**src/rtl/axi_lite_master.sv**
```systemverilog
// Single-outstanding AXI4-Lite initiator bridging a req/rsp port to an AXI4-Lite slave.
// Latency (zero-wait slave): accept at edge 0, AW/W or AR in cycle 1, B/R in cycle 2, rsp_valid in cycle 3.
// Backpressure: req_ready only in IDLE; rsp_valid held with stable data until rsp_ready; AXI valids held until handshake.
module axi_lite_master #(
  parameter int ADDR_WIDTH = 32,
  parameter int DATA_WIDTH = 32   // 32 or 64
) (
  input  logic                      aclk,
  input  logic                      aresetn,
  // core-side request
  input  logic                      req_valid,
  output logic                      req_ready,
  input  logic                      req_write,
  input  logic [ADDR_WIDTH-1:0]     req_addr,
  input  logic [DATA_WIDTH-1:0]     req_wdata,
  input  logic [DATA_WIDTH/8-1:0]   req_wstrb,
  // core-side response
  output logic                      rsp_valid,
  input  logic                      rsp_ready,
  output logic [DATA_WIDTH-1:0]     rsp_rdata,
  output logic                      rsp_err,
  // write address channel
  output logic                      awvalid,
  input  logic                      awready,
  output logic [ADDR_WIDTH-1:0]     awaddr,
  output logic [2:0]                awprot,
  // write data channel
  output logic                      wvalid,
  input  logic                      wready,
  output logic [DATA_WIDTH-1:0]     wdata,
  output logic [DATA_WIDTH/8-1:0]   wstrb,
  // write response channel
  input  logic                      bvalid,
  output logic                      bready,
  input  logic [1:0]                bresp,
  // read address channel
  output logic                      arvalid,
  input  logic                      arready,
  output logic [ADDR_WIDTH-1:0]     araddr,
  output logic [2:0]                arprot,
  // read data channel
  input  logic                      rvalid,
  output logic                      rready,
  input  logic [DATA_WIDTH-1:0]     rdata,
  input  logic [1:0]                rresp
);

  typedef enum logic [2:0] {
    S_IDLE  = 3'd0,
    S_WRITE = 3'd1,
    S_WRESP = 3'd2,
    S_READ  = 3'd3,
    S_RESP  = 3'd4
  } state_t;

  state_t                    r_state,     w_state_nxt;
  logic                      r_awvalid,   w_awvalid_nxt;
  logic                      r_wvalid,    w_wvalid_nxt;
  logic                      r_bready,    w_bready_nxt;
  logic                      r_arvalid,   w_arvalid_nxt;
  logic                      r_rready,    w_rready_nxt;
  logic                      r_rsp_valid, w_rsp_valid_nxt;
  logic                      r_aw_done,   w_aw_done_nxt;
  logic                      r_w_done,    w_w_done_nxt;
  logic [ADDR_WIDTH-1:0]     r_addr,      w_addr_nxt;
  logic [DATA_WIDTH-1:0]     r_wdata,     w_wdata_nxt;
  logic [DATA_WIDTH/8-1:0]   r_wstrb,     w_wstrb_nxt;
  logic [DATA_WIDTH-1:0]     r_rsp_rdata, w_rsp_rdata_nxt;
  logic                      r_rsp_err,   w_rsp_err_nxt;

  logic w_aw_hs, w_w_hs, w_b_hs, w_ar_hs, w_r_hs;
  // Only bit 1 of the response code matters (SLVERR/DECERR); bit 0 is deliberately dropped.
  logic w_unused_resp;

  assign w_aw_hs = r_awvalid & awready;
  assign w_w_hs  = r_wvalid  & wready;
  assign w_b_hs  = bvalid    & r_bready;
  assign w_ar_hs = r_arvalid & arready;
  assign w_r_hs  = rvalid    & r_rready;
  assign w_unused_resp = bresp[0] ^ rresp[0];

  // Next-state and next-output computation; every bus-facing output is registered from these.
  always_comb begin
    w_state_nxt     = r_state;
    w_awvalid_nxt   = r_awvalid;
    w_wvalid_nxt    = r_wvalid;
    w_bready_nxt    = r_bready;
    w_arvalid_nxt   = r_arvalid;
    w_rready_nxt    = r_rready;
    w_rsp_valid_nxt = r_rsp_valid;
    w_aw_done_nxt   = r_aw_done;
    w_w_done_nxt    = r_w_done;
    w_addr_nxt      = r_addr;
    w_wdata_nxt     = r_wdata;
    w_wstrb_nxt     = r_wstrb;
    w_rsp_rdata_nxt = r_rsp_rdata;
    w_rsp_err_nxt   = r_rsp_err;

    case (r_state)
      S_IDLE: begin
        if (req_valid) begin
          w_addr_nxt  = req_addr;
          w_wdata_nxt = req_wdata;
          w_wstrb_nxt = req_wstrb;
          if (req_write) begin
            w_awvalid_nxt = 1'b1;
            w_wvalid_nxt  = 1'b1;
            w_aw_done_nxt = 1'b0;
            w_w_done_nxt  = 1'b0;
            w_state_nxt   = S_WRITE;
          end else begin
            // rready goes up with arvalid: slaves may gate arready on rready.
            w_arvalid_nxt = 1'b1;
            w_rready_nxt  = 1'b1;
            w_state_nxt   = S_READ;
          end
        end
      end

      S_WRITE: begin
        if (w_aw_hs) begin
          w_aw_done_nxt = 1'b1;
          w_awvalid_nxt = 1'b0;
        end
        if (w_w_hs) begin
          w_w_done_nxt = 1'b1;
          w_wvalid_nxt = 1'b0;
        end
        // Both channels finished, counting a handshake landing this very cycle.
        if ((r_aw_done | w_aw_hs) && (r_w_done | w_w_hs)) begin
          w_bready_nxt = 1'b1;
          w_state_nxt  = S_WRESP;
        end
      end

      S_WRESP: begin
        if (w_b_hs) begin
          w_rsp_err_nxt   = bresp[1];
          w_rsp_rdata_nxt = '0;
          w_bready_nxt    = 1'b0;
          w_rsp_valid_nxt = 1'b1;
          w_state_nxt     = S_RESP;
        end
      end

      S_READ: begin
        if (w_ar_hs) begin
          w_arvalid_nxt = 1'b0;
        end
        // R may arrive in the same cycle as the AR handshake.
        if (w_r_hs) begin
          w_rsp_rdata_nxt = rdata;
          w_rsp_err_nxt   = rresp[1];
          w_rready_nxt    = 1'b0;
          w_rsp_valid_nxt = 1'b1;
          w_state_nxt     = S_RESP;
        end
      end

      S_RESP: begin
        if (rsp_ready) begin
          w_rsp_valid_nxt = 1'b0;
          w_state_nxt     = S_IDLE;
        end
      end

      default: begin
        w_state_nxt = S_IDLE;
      end
    endcase
  end

  // State and output registers; reset aborts any transaction in flight.
  always_ff @(posedge aclk or negedge aresetn) begin
    if (!aresetn) begin
      r_state     <= S_IDLE;
      r_awvalid   <= 1'b0;
      r_wvalid    <= 1'b0;
      r_bready    <= 1'b0;
      r_arvalid   <= 1'b0;
      r_rready    <= 1'b0;
      r_rsp_valid <= 1'b0;
      r_aw_done   <= 1'b0;
      r_w_done    <= 1'b0;
      r_addr      <= '0;
      r_wdata     <= '0;
      r_wstrb     <= '0;
      r_rsp_rdata <= '0;
      r_rsp_err   <= 1'b0;
    end else begin
      r_state     <= w_state_nxt;
      r_awvalid   <= w_awvalid_nxt;
      r_wvalid    <= w_wvalid_nxt;
      r_bready    <= w_bready_nxt;
      r_arvalid   <= w_arvalid_nxt;
      r_rready    <= w_rready_nxt;
      r_rsp_valid <= w_rsp_valid_nxt;
      r_aw_done   <= w_aw_done_nxt;
      r_w_done    <= w_w_done_nxt;
      r_addr      <= w_addr_nxt;
      r_wdata     <= w_wdata_nxt;
      r_wstrb     <= w_wstrb_nxt;
      r_rsp_rdata <= w_rsp_rdata_nxt;
      r_rsp_err   <= w_rsp_err_nxt;
    end
  end

  assign req_ready = (r_state == S_IDLE);
  assign rsp_valid = r_rsp_valid;
  assign rsp_rdata = r_rsp_rdata;
  assign rsp_err   = r_rsp_err;
  assign awvalid   = r_awvalid;
  assign awaddr    = r_addr;
  assign awprot    = 3'b000;
  assign wvalid    = r_wvalid;
  assign wdata     = r_wdata;
  assign wstrb     = r_wstrb;
  assign bready    = r_bready;
  assign arvalid   = r_arvalid;
  assign araddr    = r_addr;
  assign arprot    = 3'b000;
  assign rready    = r_rready;

endmodule

```
**config.mk**
```make
export PLATFORM = sky130hd
export DESIGN_NAME = axi_lite_master
export DESIGN_NICKNAME = d
export VERILOG_FILES = /design/src/rtl/axi_lite_master.sv
export SDC_FILE = /design/constraint.sdc
export NUM_CORES = 1
export LEC_CHECK = 0
export BUFFER_PORTS_ARGS = -buffer_cell sky130_fd_sc_hd__buf_2
export CORE_MARGIN = 5
export CORE_UTILIZATION = 46
export CTS_BUF_LIST = sky130_fd_sc_hd__clkbuf_4
export CTS_CLUSTER_DIAMETER = 120
export CTS_CLUSTER_SIZE = 20
export DETAILED_ROUTE_END_ITERATION = 12
export PLACE_DENSITY_LB_ADDON = 0.3
export SYNTH_ARGS = -nofsm -noshare
export SYNTH_HDL_FRONTEND = slang
export SYNTH_SLANG_ARGS = --single-unit
```
**constraint.sdc**
```tcl
create_clock -name aclk -period 2.1 [get_ports aclk]
set_clock_uncertainty 0.05 [all_clocks]
set_input_delay 0.105 -clock aclk [delete_from_list [all_inputs] [get_ports aclk]]
set_output_delay 0.105 -clock aclk [all_outputs]
set_load 0.02 [all_outputs]
```
After elaboration in Yosys (flattened, before gate mapping)
Index checks and enable logic that the tools add are counted.

word-level totals
  bits in registers = 112
  output and inout bits = 146
  logic and storage cells = 89

cells by class
  bitwise gates (word level) = 7
  muxes and demuxes = 38
  equal/unequal tests = 14
  reduce and logical (&&, ||, !) cells = 16

operator list
  kind                                                   count
  two-way mux 32 bit                                     2
  one-hot mux 32 bit (2 select lines)                    1
  AND reduction 4 bit                                    5
  two-way mux 1 bit                                      19
  inequality test 2 bit, second input constant           9
  one-hot mux 1 bit (2 select lines)                     8
  two-way mux 3 bit                                      5
  one-hot mux 3 bit (5 select lines)                     1
  nonzero test 2 bit                                     4
  == test 3 x 2 -> 1 bit, second input constant          2
  AND reduction 3 bit                                    2
  bitwise AND 1 bit                                      5
  AND reduction 5 bit                                    1
  == test 3 x 1 -> 1 bit, second input constant          1
  == test 3 bit, second input constant                   1
  logical NOT 3 bit                                      1
  one-hot mux 1 bit (3 select lines)                     1
  nonzero test 3 bit                                     1
  two-way mux 2 bit                                      1
  inequality test 2 x 1 -> 1 bit, second input constant  1
  OR 1 bit                                               2
  AND reduction 2 bit                                    1
  logical AND 1 bit                                      1

Longest topological paths before layout
  depth in word-level cells = 5
  mapped depth = 6

Worst setup path before layout
Ideal clock, no wire load.

  kind = register to register
  start point = register r_state[1]
  end point = register r_addr[0], in the netlist araddr[0]
  period minus slack after synthesis = 1598 ps
  arrival time = 1420 ps
  buffers on the path = 3
  setup time = 127 ps
  slack = 502 ps
  cell stages (with the launch flop) = 6
  cells stage by stage = dfrtp_1 -> buf_4 -> nor4b_4 -> buf_6 -> buf_6 -> mux2_1

on the way
  cells in the longest elaborated chain, start to end = 2

RTL lines
  element                               RTL line  RTL
  start: declaration                    56        state_t r_state, w_state_nxt;
  start signal: assignment              191       r_state <= w_state_nxt;
  logical NOT 3 bit                     99        case (r_state)
  AND reduction 2 bit (no source line)  --
  end signal: assignment                200       r_addr <= w_addr_nxt;
  end: declaration                      65        logic [ADDR_WIDTH-1:0] r_addr, w_addr_nxt;

No other way between the ends.
A chain may end at the register's enable or synchronous reset.

Worst setup path after layout
  start point = register r_state[1]
  end point = register r_addr[10], in the netlist araddr[10]

The elaborated chain is that of the path after synthesis.

==> impl_metrics.csv <==
group,metric,value,unit
clock_network,clk-insertion-delay-late,0.46,ns
final_layout,layout-drive-gt1-share,45.2,%
global_route,grt_pass1_vias,3877,
critical_path,reg2reg_setup_slack,0.26,ns
timing,holdWs,0.194,ns
place,gp_congestion,0.745,
synth,synth_ff_type,"dfrtp_1",
timing,drv_slew,0,
synth,ys_seq_area_share,60.7,%
drt,routed_wl,12900,um
drt,drtAntennaViolNets,0,
place,place_ws,0.282,ns
critical_path,cp.required,2.41,ns
timing,period_needed,1.84,ns
drt,drcViolationCount,0,
synth,async_flop_share,100,%
clock_network,clkSlewWorstSetupHoldPaths,0.17,ns
synth,synth_top_cell_area_share,60.7,%
power,peakVddDrop,851,uV
power,switching_share,43.3,%
critical_path,path_class,"flip-flop to flip-flop",
die,die_width,110,um
critical_path,endpoint_kind,"flip-flop",
synth,ys_top_cells_by_area,"dfrtp_1 (61%), mux2_1 (13%), buf_4 (6.3%)",
critical_path,slowest_delay,0.54,ns
synth,synth_area,0.00462,mm2
synth,avgSynthCellArea,14.7,um2
die,die_h,110,um
timing,rsz0062_at_grt,"false",
power,leakage,3.54,nW
die,start_util,47.3,%
synth,yosys.cell_types.count,27,
clock_network,cts.htree.levels,3,
power,p_seq_share,37.3,%
status,status,"complete, no violations",
place,io_buffers,251,
run,max_cap_violations,0,
drt,routedWlPerCell,16.5,um
clock_network,postCtsSetupBuffers,0,
power,p_comb_share,49.8,%
timing,period_share,87.6,%
clock_network,cts_tree,"built",
critical_path,cp_max_fo,59,
final_layout,layout-area-overhead-vs-synth,50.4,%
power,p_sw,4.45,mW
critical_path,path_buf_inv,1,
timing,tns,0,ns
critical_path,startpoint_type,"flip-flop",
final_layout,layout_common_cells,"buf_2 (250), dfrtp_1 (112), dlygate4sd3_1 (111), mux2_1 (54), a22o_1 (33)",
power,clkPwrFrac,12.9,%
drt,dr.pass1.iters,4,
synth,ys_ff_latch,112,
timing,setup_viol,0,
place,dp_hpwl,8280,um
synth,syn_inst,315,
die,ioPinCount,260,
critical_path,path_cells,"nor4b_4 > buf_12 > mux2_1",
clock_network,ctsResizeCount,0,
timing,fmaxAchievable,544,MHz
clock_network,cts_root_buffer,"clkbuf_4",
drt,vias_per_cell,4.81,
timing,slew_headroom,60.8,%
synth,synth_edf_count,0,
global_route,grt_pass1_wl,19500,um
drt,drtIter0Drc,144,
synth,yosysWarningCount,0,
power,p_int,5.81,mW
die,core,0.00977,mm2
synth,yosysTopAreaCell,"dfrtp_1",
global_route,grt-ovfl-total,0,
drt,num_vias,3745,
power,power.density,1480,mW/mm2
global_route,grt_start_max_net_pins,113,
final_layout,antennaDiodeCount,0,
clock_network,cts_buffers,9,
global_route,antenna_found_initial,0,
critical_path,cp_slowest_cell,"dfrtp_1",
timing,worst_slew_pin_slew,0.588,ns
timing,hold_viol,0,
final_layout,finalNetCount,755,
hold_path,min_path_type,"input port to async pin",
clock_network,cts.sinks,112,
die,fp-row-count,36,
final_layout,fillCellCount,668,
die,die-area,0.0121,mm2
global_route,grt_usage,20.9,%
critical_path,cp_top_family,"flip-flops",
timing,setup_slack,0.261,ns
clock_network,cts_buffer_depth,2,
clock_network,cts_hold_buf,111,
critical_path,critPathArrivalTime,2.15,ns
final_layout,final_common_cell,"buf_2",
-- registers in the layout, summed over array words and instances, names as in the netlist --
signal,count
araddr,32
rsp_rdata,32
wdata,32
wstrb,4
r_state,3
arvalid,1
awvalid,1
bready,1
r_aw_done,1
r_w_done,1
rready,1
rsp_err,1
rsp_valid,1
wvalid,1
-- metrics by stage --
step,cells,area [um2],util (%),power (mW)
after global placement,652,5650,57.8,8.67
after global routing,779,6950,71.1,10.9
after floorplan,320,4640,-,7.53
after CTS,779,6950,71.1,10.3
after detailed placement,652,5650,57.8,8.84
final,779,6950,71.1,10.3
-- synthesized netlist by cell type (2+ instances only) --
master   count
dfrtp_1    112
mux2_1      54
buf_4       39
a22o_1      33
mux2_2      16
buf_6       15
a21oi_1      9
nand2_1      5
nor2_1       5
inv_1        4
a21o_1       3
buf_2        3
nor2b_1      2
o21ai_0      2
-- routing by layer --
| metal | part of all wire [%] | track usage, % | up-vias |
|---|---|---|---|
| met5 | 0 | 0 | - |
| met4 | 2.4 | 8.53 | 0 |
| met3 | 8.5 | 5.01 | 23 |
| met2 | 51 | 36.7 | 175 |
| met1 | 38 | 24.4 | 1831 |
| li1 | - | - | 1716 |
-- worst reg2reg max path, cell delays in order (launching register included) --
cell	delay, ns
dfrtp_1	0.54
nor4b_4	0.40
buf_12	0.33
mux2_1	0.41
-- logic make-up (layout without fill, tap and decap cells) --
group / count (synthesis) / count (layout) / synth area share [%]
simple gates: 19 / 19 / 2.68
compound gates: 52 / 52 / 8.88
buf+inv: 61 / 387 / 10.6
flops: 112 / 112 / 60.7
other cells: 1 / 6 / 0.0812
mux: 70 / 70 / 17.1
-- layout make-up --
class	instances	area [um2]	share of cell area [%]
Clock inverter	7	120	1.73
Clock buffer	9	67.6	0.972
Inverter	4	15.0	0.216
Timing Repair Buffer	367	2430	35.0
Multi-Input combinational cell	147	1350	19.4
Sequential cell	112	2800	40.3
Tap cell	133	166	2.39
-- power groups by stage --
stage                     clock (mW)  combinational, mW  sequential (mW)
after CTS                       1.36               5.14             3.81
after floorplan                    0               2.58             4.95
final                           1.32               5.11             3.83
after global routing            1.44               5.46             3.97
after global placement             0               4.89             3.78
after detailed placement           0               4.98             3.85
-- path summary, 6_finish.rpt --
check,from,endpoint,cells past startpoint
setup / recovery,r_state[1],araddr[10],3
setup reg to reg,r_state[1],araddr[10],3
hold reg to reg,wdata[29],wdata[29],1
min in group aclk,awready,awvalid,3
hold / removal,aresetn,araddr[24],3
max in group asynchronous,aresetn,araddr[2],3
(Power assumes the default switching activity.)
